==> src/rtl/fetch_unit.sv <==
// Instruction-fetch front end: sequential PC generation, ITCM reads, instruction queue, branch redirect with flush.
// Latency: request at cycle N, ITCM data at N+1, inst_valid_o at N+2; a redirect's first request issues the next cycle.
// Backpressure: inst_ready_i low fills the queue; requests stop while queued plus in-flight words would exceed QDEPTH.
module fetch_unit #(
    parameter int unsigned     XLEN     = 32,
    parameter logic [XLEN-1:0] RESET_PC = '0,
    parameter int unsigned     QDEPTH   = 4,
    parameter int unsigned     PC_STEP  = 4
) (
    input  logic                         clk,
    input  logic                         reset,
    output logic                         imem_req_o,
    output logic [XLEN-1:0]              imem_addr_o,
    input  logic [XLEN-1:0]              imem_rdata_i,
    input  logic                         redirect_i,
    input  logic [XLEN-1:0]              redirect_pc_i,
    output logic                         inst_valid_o,
    output logic [XLEN-1:0]              inst_o,
    output logic [XLEN-1:0]              inst_pc_o,
    input  logic                         inst_ready_i,
    output logic [$clog2(QDEPTH+1)-1:0]  q_count_o
);

    localparam int unsigned CW = $clog2(QDEPTH + 1);
    localparam int unsigned PW = (QDEPTH > 1) ? $clog2(QDEPTH) : 1;

    typedef enum logic {
        ST_WAIT = 1'b0,
        ST_RUN  = 1'b1
    } state_t;

    state_t          state_q, state_d;
    logic [XLEN-1:0] fetch_pc_q;
    logic [CW-1:0]   count_q;
    logic [PW-1:0]   rd_ptr_q, wr_ptr_q;
    logic            rsp_v_q;
    logic [XLEN-1:0] rsp_pc_q;

    logic [XLEN-1:0] q_inst [QDEPTH];
    logic [XLEN-1:0] q_pc   [QDEPTH];

    logic            credit_ok;
    logic            push;
    logic            pop;
    logic [PW-1:0]   rd_ptr_nxt, wr_ptr_nxt;

    // Conservative credit: words already queued plus the one in flight must leave room; a same-cycle pop is ignored.
    assign credit_ok  = ({1'b0, count_q} + (CW+1)'(rsp_v_q)) < (CW+1)'(QDEPTH);
    assign push       = rsp_v_q & ~redirect_i;
    assign pop        = inst_valid_o & inst_ready_i;
    assign rd_ptr_nxt = (rd_ptr_q == PW'(QDEPTH - 1)) ? '0 : rd_ptr_q + PW'(1);
    assign wr_ptr_nxt = (wr_ptr_q == PW'(QDEPTH - 1)) ? '0 : wr_ptr_q + PW'(1);

    assign imem_addr_o  = fetch_pc_q;
    assign inst_valid_o = (count_q != '0);
    assign q_count_o    = count_q;
    // Head fields read as zero when empty so reset/flush drive clean outputs immediately.
    assign inst_o       = inst_valid_o ? q_inst[rd_ptr_q] : '0;
    assign inst_pc_o    = inst_valid_o ? q_pc[rd_ptr_q]   : '0;

    // Next-state and request decode: one idle WAIT cycle after reset, then RUN until reset.
    always_comb begin
        state_d    = state_q;
        imem_req_o = 1'b0;
        if (state_q == ST_WAIT) begin
            state_d = ST_RUN;
        end else begin
            imem_req_o = ~redirect_i & credit_ok;
        end
    end

    // Control state: PC, response tracking, queue pointers and occupancy; redirect flushes ahead of everything else.
    always_ff @(posedge clk or negedge reset) begin
        if (!reset) begin
            state_q    <= ST_WAIT;
            fetch_pc_q <= RESET_PC;
            count_q    <= '0;
            rd_ptr_q   <= '0;
            wr_ptr_q   <= '0;
            rsp_v_q    <= 1'b0;
            rsp_pc_q   <= '0;
        end else begin
            state_q  <= state_d;
            rsp_v_q  <= imem_req_o;
            rsp_pc_q <= fetch_pc_q;
            if (redirect_i) begin
                fetch_pc_q <= redirect_pc_i;
                count_q    <= '0;
                rd_ptr_q   <= '0;
                wr_ptr_q   <= '0;
            end else begin
                if (imem_req_o) begin
                    fetch_pc_q <= fetch_pc_q + XLEN'(PC_STEP);
                end
                if (push) begin
                    wr_ptr_q <= wr_ptr_nxt;
                end
                if (pop) begin
                    rd_ptr_q <= rd_ptr_nxt;
                end
                if (push && !pop) begin
                    count_q <= count_q + CW'(1);
                end else if (pop && !push) begin
                    count_q <= count_q - CW'(1);
                end
            end
        end
    end

    // Queue storage; contents need no reset because the head is masked by the occupancy count.
    always_ff @(posedge clk) begin
        if (push) begin
            q_inst[wr_ptr_q] <= imem_rdata_i;
            q_pc[wr_ptr_q]   <= rsp_pc_q;
        end
    end

endmodule

==> config.mk <==
export PLATFORM = sky130hd
export DESIGN_NAME = fetch_unit
export DESIGN_NICKNAME = d
export VERILOG_FILES = /design/src/rtl/fetch_unit.sv
export SDC_FILE = /design/constraint.sdc
export NUM_CORES = 1
export LEC_CHECK = 0
export ABC_AREA = 1
export CORE_MARGIN = 1.5
export CORE_UTILIZATION = 60
export DETAILED_ROUTE_END_ITERATION = 8
export PLACE_DENSITY = 0.81
export REMOVE_ABC_BUFFERS = 1
export SYNTH_ARGS = -nofsm -noshare
export SYNTH_HDL_FRONTEND = slang
export SYNTH_SLANG_ARGS = --single-unit
==> constraint.sdc <==
create_clock -name clk -period 6.15 [get_ports clk]
set_clock_uncertainty 0.1 [all_clocks]
set_input_delay 1.23 -clock clk [delete_from_list [all_inputs] [get_ports clk]]
set_output_delay 1.23 -clock clk [all_outputs]
set_load 0.02 [all_outputs]
Word level (Yosys, flattened, before mapping)
Memories as Yosys holds them, arrays and structs flattened.
Index checks and enable logic that the tools add are counted.
{ "word_totals": {"in_bits": 68, "output_inout_bits": 101, "register_bits": 73, "elab_cells": 47, "ram_bits": 256, "mem_count": 2} }
{ "memory_table": {"columns": ["memory", "words", "word_bits", "read_ports", "rd_ports_with_merged_regs", "wr", "line_no", "text"], "rows": [
  ["q_inst", 4, 32, 1, 0, 1, "39", "logic [XLEN-1:0] q_inst [QDEPTH];"],
  ["q_pc", 4, 32, 1, 0, 1, "40", "logic [XLEN-1:0] q_pc [QDEPTH];"]
]} }
{ "op_classes": {"n_addsub": 6, "n_mux": 16, "bitwise": 4, "reduce_logical": 9, "n_lt_le_gt_ge": 1, "n_eq_ne": 2} }
{ "op_table": {"columns": ["op", "n"], "rows": [
  ["32-bit two-way mux", 4],
  ["32-bit by 3-bit adder with 32-bit output, second input constant", 1],
  ["2-bit two-way mux", 6],
  ["3-bit two-way mux", 3],
  ["2-bit nonzero test", 3],
  ["3-bit nonzero test", 2],
  ["2-bit by 1-bit adder with 2-bit output, second input constant", 2],
  ["3-bit by 1-bit adder with 4-bit output", 1],
  ["2-bit equality test, second input constant", 2],
  ["4-bit by 3-bit < comparator with 1-bit output, second input constant", 1],
  ["3-bit by 1-bit adder with 3-bit output, second input constant", 1],
  ["1-bit AND", 3],
  ["1-bit two-way mux", 3],
  ["3-bit by 1-bit subtractor with 3-bit output, second input constant", 1],
  ["1-bit logical AND", 2],
  ["1-bit zero test", 2],
  ["1-bit inverter", 1]
]} }

Longest topological paths before layout
{ "depth": {"depth_word": 7, "ltp_mapped": 10, "ltp_nobuf": 10} }

Least setup slack after synthesis
No wires, ideal clock.
{ "synth_timing": {"path_kind": "input -> register", "startpoint": "input port redirect_i", "endpoint": "memory q_inst[0][0], enable pin", "stages": 4, "n_path_buf": 1, "setup_slack_ps": 1257, "arrival_ps": 4307, "setup_ps": 486, "required_ps": 5564, "cell_sequence": "buf_6 nor2_2 inv_1 nor2_1"} }
{ "synth_via": {"elab_chain_len": 4} }
{ "synth_lines": {"columns": ["element", "line_no", "text"], "rows": [
  ["start, declared", "15", "input logic redirect_i,"],
  ["1-bit inverter", "49", "assign push = rsp_v_q & ~redirect_i;"],
  ["1-bit AND", "49", null],
  ["1-bit two-way mux", "112", "if (push) begin"],
  ["1-bit two-way mux (not written as such)", "113", "q_inst[wr_ptr_q] <= imem_rdata_i;"],
  ["end, declared", "39", null]
]} }
No other way between the ends.

Worst setup path in the final report
{ "layout_timing": {"startpoint": "register rd_ptr_q[0]", "endpoint": "output port inst_o[30]"} }
{ "layout_via": {"elab_chain_len": 2} }
{ "layout_lines": {"columns": ["element", "line_no", "text"], "rows": [
  ["start, declared", "35", "logic [PW-1:0] rd_ptr_q, wr_ptr_q;"],
  ["start signal, assigned", "99", "rd_ptr_q <= rd_ptr_nxt;"],
  ["memory 4 x 32 bit", null, null],
  ["32-bit two-way mux", "58", "assign inst_o = inst_valid_o ? q_inst[rd_ptr_q] : '0;"],
  ["end, declared", "18", "output logic [XLEN-1:0] inst_o,"]
]} }
No other way between the ends.

==> out/metrics.csv <==
stage,metric,value,unit
power_and_ir_drop,cell internal pwr,4678,uW
final_layout,Finished Layout Cells,1680,
final_layout,Final Core Density,0.7498,
floorplan,Die Ht,153.5,um
clocking,Clock Path Buffers,3,
floorplan,Top Ports,169,
routing,DRC viols,0,
synth,Most used DFF post-synth,edfxtp_1,
sta,Tcrit/Tclk final,0.8651,
synth,Avg Inst Size Synth,11.15,um2
global_routing,vias in the first global route,9368,
final_layout,Antenna diodes,0,
synth,post-synthesis sequential area ratio,0.7002,
sta,final hold violations,0,
setup_path,R2R Setup Slk,3.63,ns
routing,vias per std cell,5.648,
run,max capacitance violation total,0,
global_routing,initial antenna violation count,0,
floorplan,core footprint,22030,um2
sta,setup_tns,0,ns
routing,WL final,30500,um
setup_path,crit-path max FO,98,
final_layout,FILL cells,1426,
clocking,CTS sink count,329,
synth,number of synthesized flops with an enable pin,256,
global_routing,total track usage,0.2597,
sta,actual slew at the worst max-slew pin,1.202,ns
clocking,clk root buf,clkbuf_16,
floorplan,Rows,54,
clocking,CTS tree,built,
routing,Avg WL per Cell,18.15,um
power_and_ir_drop,P per Cell Area,431.2,nW/um2
synth,Netlist cell types,34,
power_and_ir_drop,Worst VDD drop,0.0002693,V
sta,RSZ-0062 raised after global routing,no,
clocking,clk_lat worst skew,0.56,ns
global_routing,first-pass GRT wire length,48150,um
setup_path,Critical Path Sink Type,output port,
setup_path,R2R Path End,q_inst[2][7],
power_and_ir_drop,combinational share of power,0.337,
sta,min cycle time layout,5.320,ns
synth,Synth async-reset ratio,0.2219,
clocking,H-tree Lvls,1,
power_and_ir_drop,sequential power share,0.386,
hold_path,hold depth,0,
power_and_ir_drop,Leak Pwr,0.006030,uW
setup_path,r2r startpoint,rsp_v_q,
setup_path,CP required,4.82,ns
power_and_ir_drop,power share of the clock group,0.277,
placed_design,dpl hpwl,17650,um
floorplan,die area,23560,um2
synth,mapped cell area,13590,um2
synth,Yosys warnings,0,
sta,Rel. slew slack,0.1985,
routing,routed vias,9489,
synth,synthesized netlist cell count,1219,
floorplan,Starting Density,0.6168,
sta,Slew Limit Fails,0,
setup_path,Worst Setup Path Type,flip-flop to output port,
sta,Setup-failing EPs final,0,
clocking,Hold Buf Count CTS,0,
floorplan,Die X,153.5,um
global_routing,GR Overflow Total,0,
placed_design,placed cells,1622,
placed_design,I/O Buffers,168,
final_layout,layout cells sized above 1,0.07786,
synth,register bit total from synthesis,329,
clocking,CTS Buf Count,31,
setup_path,critical-path cell list,clkinv_2 > buf_4 > o21ai_0 > a21oi_1 > clkdlybuf4s50_1,
power_and_ir_drop,switching portion of total power,0.3431,
setup_path,Worst path slowest cell,clkinv_2,
setup_path,crit-path max cell delay,1.04,ns
setup_path,CP Launch Type,flip-flop,
final_layout,synthesis-to-finish area growth,21.56,%
sta,fmax,0.1880,GHz
setup_path,Worst EP arrival,3.99,ns
hold_path,Hold Path End,rsp_pc_q[0],
power_and_ir_drop,Switch Pwr,2443,uW
clocking,PostCTS Resize Cnt,0,
routing,DR pass1 iterations,7,
setup_path,r2r worst-path depth,5,
placed_design,Placer Congestion,0.8105,
hold_path,HP Class,flip-flop to flip-flop,
clocking,Clock transition at path regs,0.06,ns
clocking,Post-CTS Setup Bufs,0,
hold_path,Hold Path Origin,imem_addr_o[0],
routing,antenna-violating nets left,0,
routing,DRT iter0 DRCs,786,
final_layout,fin nets,1450,
global_routing,largest net degree at the start of global routing,99,
outcome,status,completed,
synth_stat cells (2+ instances only):
cell	instances	area share
nand2_1	152	0.042
nor2_4	9	0.0075
o21ai_0	136	0.050
nor3_2	2	0.0015
buf_6	5	0.0041
nand3_1	55	0.020
buf_4	7	0.0039
o21ai_1	11	0.0041
inv_2	6	0.0017
clkbuf_1	16	0.0044
ha_1	6	0.0055
dfrtp_1	73	0.13
inv_1	54	0.015
nand2_4	4	0.0033
nand4_1	2	0.00092
o211ai_1	4	0.0022
nand2_2	6	0.0028
buf_1	12	0.0033
o21bai_1	7	0.0039
edfxtp_1	256	0.57
nor2_1	293	0.081
buf_2	16	0.0059
xnor2_1	4	0.0026
nor3_1	2	0.00074
nand3_2	2	0.0015
a21oi_1	64	0.024
nor2_2	8	0.0037
how the worst max path moves through the flow:
stage	start	to	slack, ns
global placement	rd_ptr_q[0]	inst_o[5]	1.63
CTS	rd_ptr_q[0]	inst_o[2]	0.88
global route	rd_ptr_q[0]	inst_o[30]	0.54
finish	rd_ptr_q[0]	inst_o[30]	0.83
floorplan	rd_ptr_q[0]	inst_o[0]	0.77
detailed placement	rd_ptr_q[0]	inst_o[2]	1.45
routing by layer:
metal | up-vias | wire length (um) | track usage
met5 | - | 0 | 0
met4 | 0 | 599 | 0.08460
met3 | 44 | 2060 | 0.03601
met2 | 415 | 15340 | 0.4460
met1 | 4562 | 12500 | 0.3449
li1 | 4468 | - | -
power by group through the flow:
stage | registers, uW | clock network [uW] | logic [uW]
finish | 2750 | 1970 | 2400
global route | 2770 | 2080 | 2590
CTS | 2740 | 1980 | 2410
detailed placement | 2790 | 0 | 2390
global placement | 2780 | 0 | 2340
floorplan | 2840 | 0 | 1190
layout make-up:
type / count / area (um2) / area share
Multi-Input combinational cell: 772 / 3571 / 0.2162
Inverter: 61 / 230.2 / 0.01394
Tap cell: 280 / 350.3 / 0.02121
Clock buffer: 46 / 934.6 / 0.05659
Sequential cell: 329 / 9519 / 0.5764
Timing Repair Buffer: 180 / 1769 / 0.1071
Clock inverter: 12 / 141.4 / 0.008561
placed cells by master (no fill, tap or decap), drive strengths merged, types with 13 or more instances in the layout:
| cell type | synthesis | layout |
|---|---|---|
| nand3 | 57 | 57 |
| a21oi | 64 | 64 |
| edfxtp | 256 | 256 |
| nand2 | 162 | 162 |
| clkdlybuf4s50 | 0 | 167 |
| buf | 41 | 13 |
| nor2 | 310 | 310 |
| o21ai | 147 | 147 |
| inv | 60 | 60 |
| clkbuf | 16 | 46 |
| dfrtp | 73 | 73 |
critical path, delay by kind of cell, from the launching register on:
family,cells,cell delay (ns)
AO/OA/AOI/OAI,2,0.36
buffers and inverters,3,2.22
flip-flops,1,0.78
flip-flops by register name, summed over array words and instances (netlist names):
register     cells
rsp_pc_q        32
q_inst         128
q_pc           128
q_count_o        3
wr_ptr_q         2
rsp_v_q          1
rd_ptr_q         2
imem_addr_o     32
state_q          1
through the flow:
step | instance area (um2) | hold WS (ns) | total power, uW | worst slack (ns)
after global placement | 15440 | 0.2846 | 5118 | 1.627
after CTS | 16520 | 0.3125 | 7140 | 0.8750
final | 16520 | 0.3084 | 7122 | 0.8295
after detailed placement | 15440 | 0.2964 | 5177 | 1.447
after floorplan | 13280 | 0.3547 | 4036 | 0.7663
after global routing | 16520 | 0.3328 | 7443 | 0.5429
logic make-up (layout without fill, tap and decap cells):
logic type / count (synthesis) / count (layout) / share of synthesized area
compound gates: 222 / 222 / 0.08380
xor+xnor: 4 / 4 / 0.002578
other cells: 1 / 1 / 0.0002760
fa+ha+maj: 7 / 7 / 0.006999
simple gates: 538 / 538 / 0.1665
buf+inv: 118 / 299 / 0.03960
flops: 329 / 329 / 0.7002
No activity file was read; power rests on OpenSTA's default activity.
